**config.mk**
```make
export PLATFORM = sky130hd
export DESIGN_NAME = alu2
export DESIGN_NICKNAME = d
export VERILOG_FILES = /design/src/rtl/alu2.sv
export SDC_FILE = /design/constraint.sdc
export NUM_CORES = 1
export LEC_CHECK = 0
export CORE_MARGIN = 2
export CORE_UTILIZATION = 45
export CTS_CLUSTER_DIAMETER = 40
export CTS_CLUSTER_SIZE = 25
export DETAILED_ROUTE_END_ITERATION = 16
export DONT_BUFFER_PORTS = 1
export GPL_ROUTABILITY_DRIVEN = 0
export PLACE_DENSITY_LB_ADDON = 0.12
export SLEW_MARGIN = 20
export SYNTH_ARGS = -nofsm -noshare
export SYNTH_HDL_FRONTEND = slang
export SYNTH_SLANG_ARGS = --single-unit
```
**constraint.sdc**
```tcl
create_clock -name clk -period 12.2 [get_ports clk]
set_input_delay 1.22 -clock clk [delete_from_list [all_inputs] [get_ports clk]]
set_output_delay 1.22 -clock clk [all_outputs]
set_load 0.02 [all_outputs]
```
**src/rtl/alu2.sv**
```systemverilog
// alu2: handshaked 16-op ALU with a registered result and C/Z/N/V flags.
// Optional serial shifter for ops 12-15, enabled by defining ALU2_SERIAL_SHIFT_EN.
module alu2 #(
    parameter int WIDTH   = 16,
    parameter int SHAMT_W = $clog2(WIDTH)
) (
    input  logic             clk,
    input  logic             rst,
    input  logic             in_valid,
    output logic             in_ready,
    input  logic [3:0]       in_op,
    input  logic [WIDTH-1:0] in_a,
    input  logic [WIDTH-1:0] in_b,
    output logic             out_valid,
    input  logic             out_ready,
    output logic [WIDTH-1:0] out_result,
    output logic             out_c,
    output logic             out_z,
    output logic             out_n,
    output logic             out_v,
    output logic             out_err,
    output logic             busy
);

    localparam logic [3:0] OP_TRANSFER   = 4'd0;
    localparam logic [3:0] OP_INC        = 4'd1;
    localparam logic [3:0] OP_ADD        = 4'd2;
    localparam logic [3:0] OP_ADD_PLUS1  = 4'd3;
    localparam logic [3:0] OP_SUB_MINUS1 = 4'd4;
    localparam logic [3:0] OP_SUB        = 4'd5;
    localparam logic [3:0] OP_DEC        = 4'd6;
    localparam logic [3:0] OP_TRANSFER2  = 4'd7;
    localparam logic [3:0] OP_AND        = 4'd8;
    localparam logic [3:0] OP_OR         = 4'd9;
    localparam logic [3:0] OP_XOR        = 4'd10;
    localparam logic [3:0] OP_NOT        = 4'd11;

    logic [WIDTH-1:0] opnd;
    logic             cin;
    logic [WIDTH:0]   sum;
    logic [WIDTH-1:0] res_n;
    logic             c_n;
    logic             v_n;
    logic             err_n;
    logic             accept;

    logic             ld_en;
    logic [WIDTH-1:0] ld_res;
    logic             ld_c;
    logic             ld_v;
    logic             ld_err;

`ifdef ALU2_SERIAL_SHIFT_EN
    localparam logic [0:0] IDLE  = 1'b0;
    localparam logic [0:0] SHIFT = 1'b1;
    localparam logic [SHAMT_W-1:0] ONE = SHAMT_W'(1);

    logic [0:0]         state;
    logic [WIDTH-1:0]   work;
    logic [SHAMT_W-1:0] cnt;
    logic [1:0]         kind;
    logic [SHAMT_W-1:0] amount;
    logic               start_shift;
    logic               final_step;
    logic [WIDTH:0]     step_work;

    // One-bit shift of val; returns {bit shifted out, shifted value}. kind = op[1:0].
    function automatic logic [WIDTH:0] shift_step(input logic [1:0] k, input logic [WIDTH-1:0] val);
        case (k)
            2'd0:    return {val[WIDTH-1], val[WIDTH-2:0], 1'b0};
            2'd1:    return {val[0], 1'b0, val[WIDTH-1:1]};
            2'd2:    return {val[0], val[WIDTH-1], val[WIDTH-1:1]};
            default: return {val[WIDTH-1], val[WIDTH-2:0], val[WIDTH-1]};
        endcase
    endfunction

    assign amount      = in_b[SHAMT_W-1:0];
    assign start_shift = (in_op[3:2] == 2'b11) && (amount > ONE);
    assign final_step  = (state == SHIFT) && (cnt == ONE) && (!out_valid || out_ready);
    assign step_work   = shift_step(kind, work);
    assign busy        = (state == SHIFT);
    assign in_ready    = (state == IDLE) && (!out_valid || out_ready);
`else
    assign busy        = 1'b0;
    assign in_ready    = !out_valid || out_ready;
`endif

    assign accept = in_valid && in_ready;

    always_comb begin
        opnd = '0;
        cin  = 1'b0;
        case (in_op)
            OP_INC:        cin = 1'b1;
            OP_ADD:        opnd = in_b;
            OP_ADD_PLUS1: begin opnd = in_b;  cin = 1'b1; end
            OP_SUB_MINUS1: opnd = ~in_b;
            OP_SUB:       begin opnd = ~in_b; cin = 1'b1; end
            OP_DEC:        opnd = '1;
            default:       opnd = '0;
        endcase
        sum = {1'b0, in_a} + {1'b0, opnd} + {{WIDTH{1'b0}}, cin};
    end

    always_comb begin
        res_n = in_a;
        c_n   = 1'b0;
        v_n   = 1'b0;
        err_n = 1'b0;
        case (in_op)
            OP_TRANSFER:  res_n = in_a;
            OP_INC, OP_ADD, OP_ADD_PLUS1, OP_SUB_MINUS1, OP_SUB, OP_DEC: begin
                res_n = sum[WIDTH-1:0];
                c_n   = sum[WIDTH];
                v_n   = (in_a[WIDTH-1] == opnd[WIDTH-1]) && (sum[WIDTH-1] != in_a[WIDTH-1]);
            end
            OP_TRANSFER2: res_n = in_b;
            OP_AND:       res_n = in_a & in_b;
            OP_OR:        res_n = in_a | in_b;
            OP_XOR:       res_n = in_a ^ in_b;
            OP_NOT:       res_n = ~in_a;
            default: begin
`ifdef ALU2_SERIAL_SHIFT_EN
                // For amount > 1 this is the first of the serial steps, parked in work.
                if (amount != '0) {c_n, res_n} = shift_step(in_op[1:0], in_a);
`else
                res_n = in_a;
                err_n = 1'b1;
`endif
            end
        endcase
    end

    always_comb begin
        ld_res = res_n;
        ld_c   = c_n;
        ld_v   = v_n;
        ld_err = err_n;
`ifdef ALU2_SERIAL_SHIFT_EN
        ld_en  = (accept && !start_shift) || final_step;
        if (final_step) begin
            {ld_c, ld_res} = step_work;
            ld_v           = 1'b0;
            ld_err         = 1'b0;
        end
`else
        ld_en  = accept;
`endif
    end

    always_ff @(posedge clk) begin
        if (rst) begin
            out_valid  <= 1'b0;
            out_result <= '0;
            out_c      <= 1'b0;
            out_z      <= 1'b0;
            out_n      <= 1'b0;
            out_v      <= 1'b0;
            out_err    <= 1'b0;
        end else if (ld_en) begin
            out_valid  <= 1'b1;
            out_result <= ld_res;
            out_c      <= ld_c;
            out_z      <= (ld_res == '0);
            out_n      <= ld_res[WIDTH-1];
            out_v      <= ld_v;
            out_err    <= ld_err;
        end else if (out_ready) begin
            out_valid  <= 1'b0;
        end
    end

`ifdef ALU2_SERIAL_SHIFT_EN
    always_ff @(posedge clk) begin
        if (rst) begin
            state <= IDLE;
            work  <= '0;
            cnt   <= '0;
            kind  <= 2'd0;
        end else if (state == IDLE) begin
            if (accept && start_shift) begin
                state <= SHIFT;
                work  <= res_n;
                cnt   <= amount - ONE;
                kind  <= in_op[1:0];
            end
        end else if (cnt != ONE) begin
            work <= step_work[WIDTH-1:0];
            cnt  <= cnt - ONE;
        end else if (final_step) begin
            state <= IDLE;
        end
    end
`endif

endmodule

```
==> results.py <==
metrics = {
    "timing": {
        "final.period_utilization_pct": 38.5,
        "grt_setup_unrepaired": "no",
        "fin_worst_setup_slack_ps": 7510,
        "maxSlewHeadroom_pct": 30.4,
        "worstMarginPinSlew_ps": 1040,
        "timing.fmax_mhz": 213,
        "finalHoldViolations": 0,
        "final_max_slew_viol_count": 0,
        "final.min_clock_period_ps": 4690,
        "fin_tns_setup_ps": 0,
        "hold_slack_ps": 553,
        "finalClockSkew_ps": 4.38,
        "final-setup-viol-count": 0,
    },
    "cells_and_area": {
        "antenna_cells": 0,
        "layout.cell_area.non_filler_um2": 3430,
        "flow.area_growth_from_synthesis_pct": -0.725,
        "post_route_cells_drive_above_1_share_pct": 4.35,
        "post_layout_nonfiller_instances": 559,
        "final_net_count": 550,
    },
    "floorplan": {
        "boundaryPins": 64,
        "die-area_um2": 8390,
        "placementRows": 31,
        "die_w_um": 91.6,
        "floorplan.core_area_um2": 7330,
        "initial_utilization_pct": 47.1,
        "dieHeight_um": 91.6,
    },
    "placed_design": {
        "io_buffers": 0,
        "post-dp-hpwl_um": 8310,
        "placed_cells_incl_taps": 555,
        "placed_cell_area_um2": 3380,
        "dpl_worst_slack_ps": 7290,
    },
    "yosys": {
        "synth.ff_latch_count": 21,
        "syn_nets": 574,
        "postSynthAreaPerCell_um2": 7.12,
        "netlist_area_um2": 3450,
        "count_of_flip_flops_with_a_built_in_enable_after_synthesis": 0,
        "synth_seq_area_share_pct": 12.2,
        "synthArstFlopShare_pct": 0,
        "synthesis.instances": 485,
        "synth.yosys.warnings": 0,
        "yosysUniqueCellTypes": 68,
        "ys.flop_type": "sky130_fd_sc_hd__dfxtp_1",
    },
    "route": {
        "wirelength_um": 10800,
        "drtAntennaViolNets": 0,
        "vias": 3525,
        "drt_pass1_iterations": 5,
        "vias_per_cell": 6.31,
        "drt_iter0_drc": 291,
        "wire_per_inst_um": 19.4,
        "post-route-drc-count": 0,
    },
    "clocking": {
        "tritoncts": "built",
        "numCtsBuffers": 3,
        "cts_root_buf": "sky130_fd_sc_hd__clkbuf_8",
        "cts-htree-levels": 1,
        "cts.repair.resized": 0,
        "count_of_hold_fix_buffers_inserted_at_cts": 0,
        "clk_pin_slew_ps": 70,
        "ctsLongestPathBuffers": 2,
        "clk_latency_ps": 260,
        "sinks_on_clock_net": 21,
        "post_cts.repair.setup_buffers": 0,
    },
    "global_routing": {
        "groute.usage.overall_pct": 26.1,
        "grt_use_met2_pct": 41.9,
        "grt_pass1_vias": 3349,
        "antenna_violations_before_repair": 0,
        "residual_overflow_from_global_routing": 0,
        "top_usage_layer": "met2",
        "grt_pass1_wl_um": 17700,
        "groute.layer.met3.usage_pct": 4.73,
        "global_route.usage.met1_pct": 35.7,
        "grt_start_max_net_pins": 41,
    },
    "power": {
        "cellPowerDensity_nw_per_um2": 71.2,
        "leakagePower_uw": 0.00154,
        "peakVddDrop_uv": 36.1,
    },
    "setup_path": {
        "worst_setup_path_start_kind": "input pin",
        "worstSetupPathType": "in -> reg",
        "crit_fanout": 29,
        "ff2ff_setup_slack_ps": 9480,
        "regToRegEndpoint": "out_z",
        "critPathArrivalTime_ps": 4900,
        "r2r-start": "out_valid",
        "required_ps": 12400,
        "worst_setup_path_startpoint": "in_op[2]",
        "endpoint_kind": "flop",
        "reg2regPathDepth": 8,
        "critical_path.endpoint": "out_z",
    },
    "run": {
        "max_cap_viol_count": 0,
    },
    "status": {
        "run_status": "complete, no violations",
    },
    "hold_path": {
        "min_path_type": "reg -> reg",
        "min-delay-start": "out_result[12]",
    },
}
-- metal layers --
layer,share of wire [%],up-vias
met5,0,-
met4,2.1,0
met3,9.0,14
met2,46,166
met1,43,1654
li1,-,1691
-- per-stage QoR --
stage          util (%)  power, uW
6_report           46.8        244
4_1_cts            46.8        245
3_3_place_gp       46.2        199
5_1_grt            46.8        263
2_1_floorplan         -        183
3_5_place_dp       46.2        199
-- layout by cell type, fill, tap and decap left out, types with 9 or more instances in the layout --
| master | n |
|---|---|
| sky130_fd_sc_hd__dfxtp_1 | 21 |
| sky130_fd_sc_hd__a21oi_1 | 46 |
| sky130_fd_sc_hd__ha_1 | 47 |
| sky130_fd_sc_hd__o22ai_1 | 9 |
| sky130_fd_sc_hd__o21ai_0 | 17 |
| sky130_fd_sc_hd__a211oi_1 | 9 |
| sky130_fd_sc_hd__inv_1 | 42 |
| sky130_fd_sc_hd__nand2_1 | 50 |
| sky130_fd_sc_hd__mux2i_1 | 15 |
| sky130_fd_sc_hd__nor2_1 | 58 |
| sky130_fd_sc_hd__nor3_1 | 10 |
-- worst max-delay path, cell delays in order --
cell and delay (ps):
sky130_fd_sc_hd__inv_1 350, sky130_fd_sc_hd__nor2_1 200, sky130_fd_sc_hd__or2_2 430, sky130_fd_sc_hd__a21oi_1 200
sky130_fd_sc_hd__ha_1 340, sky130_fd_sc_hd__a21oi_1 250, sky130_fd_sc_hd__nor2_1 60, sky130_fd_sc_hd__or3_1 380
sky130_fd_sc_hd__or3_1 380, sky130_fd_sc_hd__a31oi_2 250, sky130_fd_sc_hd__o211ai_1 140, sky130_fd_sc_hd__a2111oi_2 430
sky130_fd_sc_hd__o2111ai_1 170, sky130_fd_sc_hd__nand2_1 90
-- synthesized netlist by cell type (7+ instances only) --
cell type / instances / share of area (%)
sky130_fd_sc_hd__nand3_1: 8 / 1.2
sky130_fd_sc_hd__ha_1: 47 / 17
sky130_fd_sc_hd__buf_2: 7 / 1.0
sky130_fd_sc_hd__nor2_1: 58 / 6.3
sky130_fd_sc_hd__nor2b_1: 8 / 1.4
sky130_fd_sc_hd__a211oi_1: 9 / 2.0
sky130_fd_sc_hd__nand2b_1: 7 / 1.3
sky130_fd_sc_hd__nand2_1: 50 / 5.4
sky130_fd_sc_hd__a21oi_1: 46 / 6.7
sky130_fd_sc_hd__dfxtp_1: 21 / 12
sky130_fd_sc_hd__o22ai_1: 9 / 1.6
sky130_fd_sc_hd__o21ai_0: 17 / 2.5
sky130_fd_sc_hd__clkbuf_1: 10 / 1.1
sky130_fd_sc_hd__o221ai_1: 8 / 2.0
sky130_fd_sc_hd__nor3_1: 10 / 1.4
sky130_fd_sc_hd__inv_1: 42 / 4.6
sky130_fd_sc_hd__mux2i_1: 15 / 4.3
-- cell families after synthesis --
group / after synthesis / share of synthesized area [%]
AO/OA/AOI/OAI: 149 / 29.9
buffers and inverters: 73 / 10.5
other: 1 / 0.109
multiplexers: 16 / 4.67
XOR/XNOR: 10 / 2.54
AND/OR/NAND/NOR: 166 / 22.0
flip-flops: 21 / 12.2
adder cells (fa/ha/maj): 49 / 18.2
-- registers in the layout, summed over array words and instances (netlist names) --
| register | cells |
|---|---|
| out_c | 1 |
| out_result | 16 |
| out_valid | 1 |
| out_v | 1 |
| out_err | 1 |
| out_z | 1 |
-- report_power, final --
| group | switching [uW] | leakage [uW] | internal [uW] | total [uW] |
|---|---|---|---|---|
| Sequential | 10.0 | 0.000173 | 73.8 | 83.8 |
| Combinational | 68.0 | 0.00135 | 47.7 | 116 |
| Clock | 21.4 | 0.0000228 | 23.2 | 44.7 |
-- worst min-delay path by stage --
| stage | end | slack [ps] | cells after the start |
|---|---|---|---|
| floorplan | out_result[6] | 530 | 2 |
| global placement | out_result[3] | 550 | 2 |
| detailed placement | out_result[12] | 550 | 2 |
| CTS | out_result[12] | 560 | 2 |
| global route | out_result[12] | 590 | 2 |
| finish | out_result[12] | 550 | 2 |
-- cell type report --
class | instances | area (um^2)
Timing Repair Buffer | 1 | 7.51
Clock buffer | 4 | 45.0
Tap cell | 99 | 124
Inverter | 43 | 161
Sequential cell | 21 | 420
Multi-Input combinational cell | 391 | 2670
Fill cell | 749 | 3900
No activity file was read; power rests on OpenSTA's default activity.
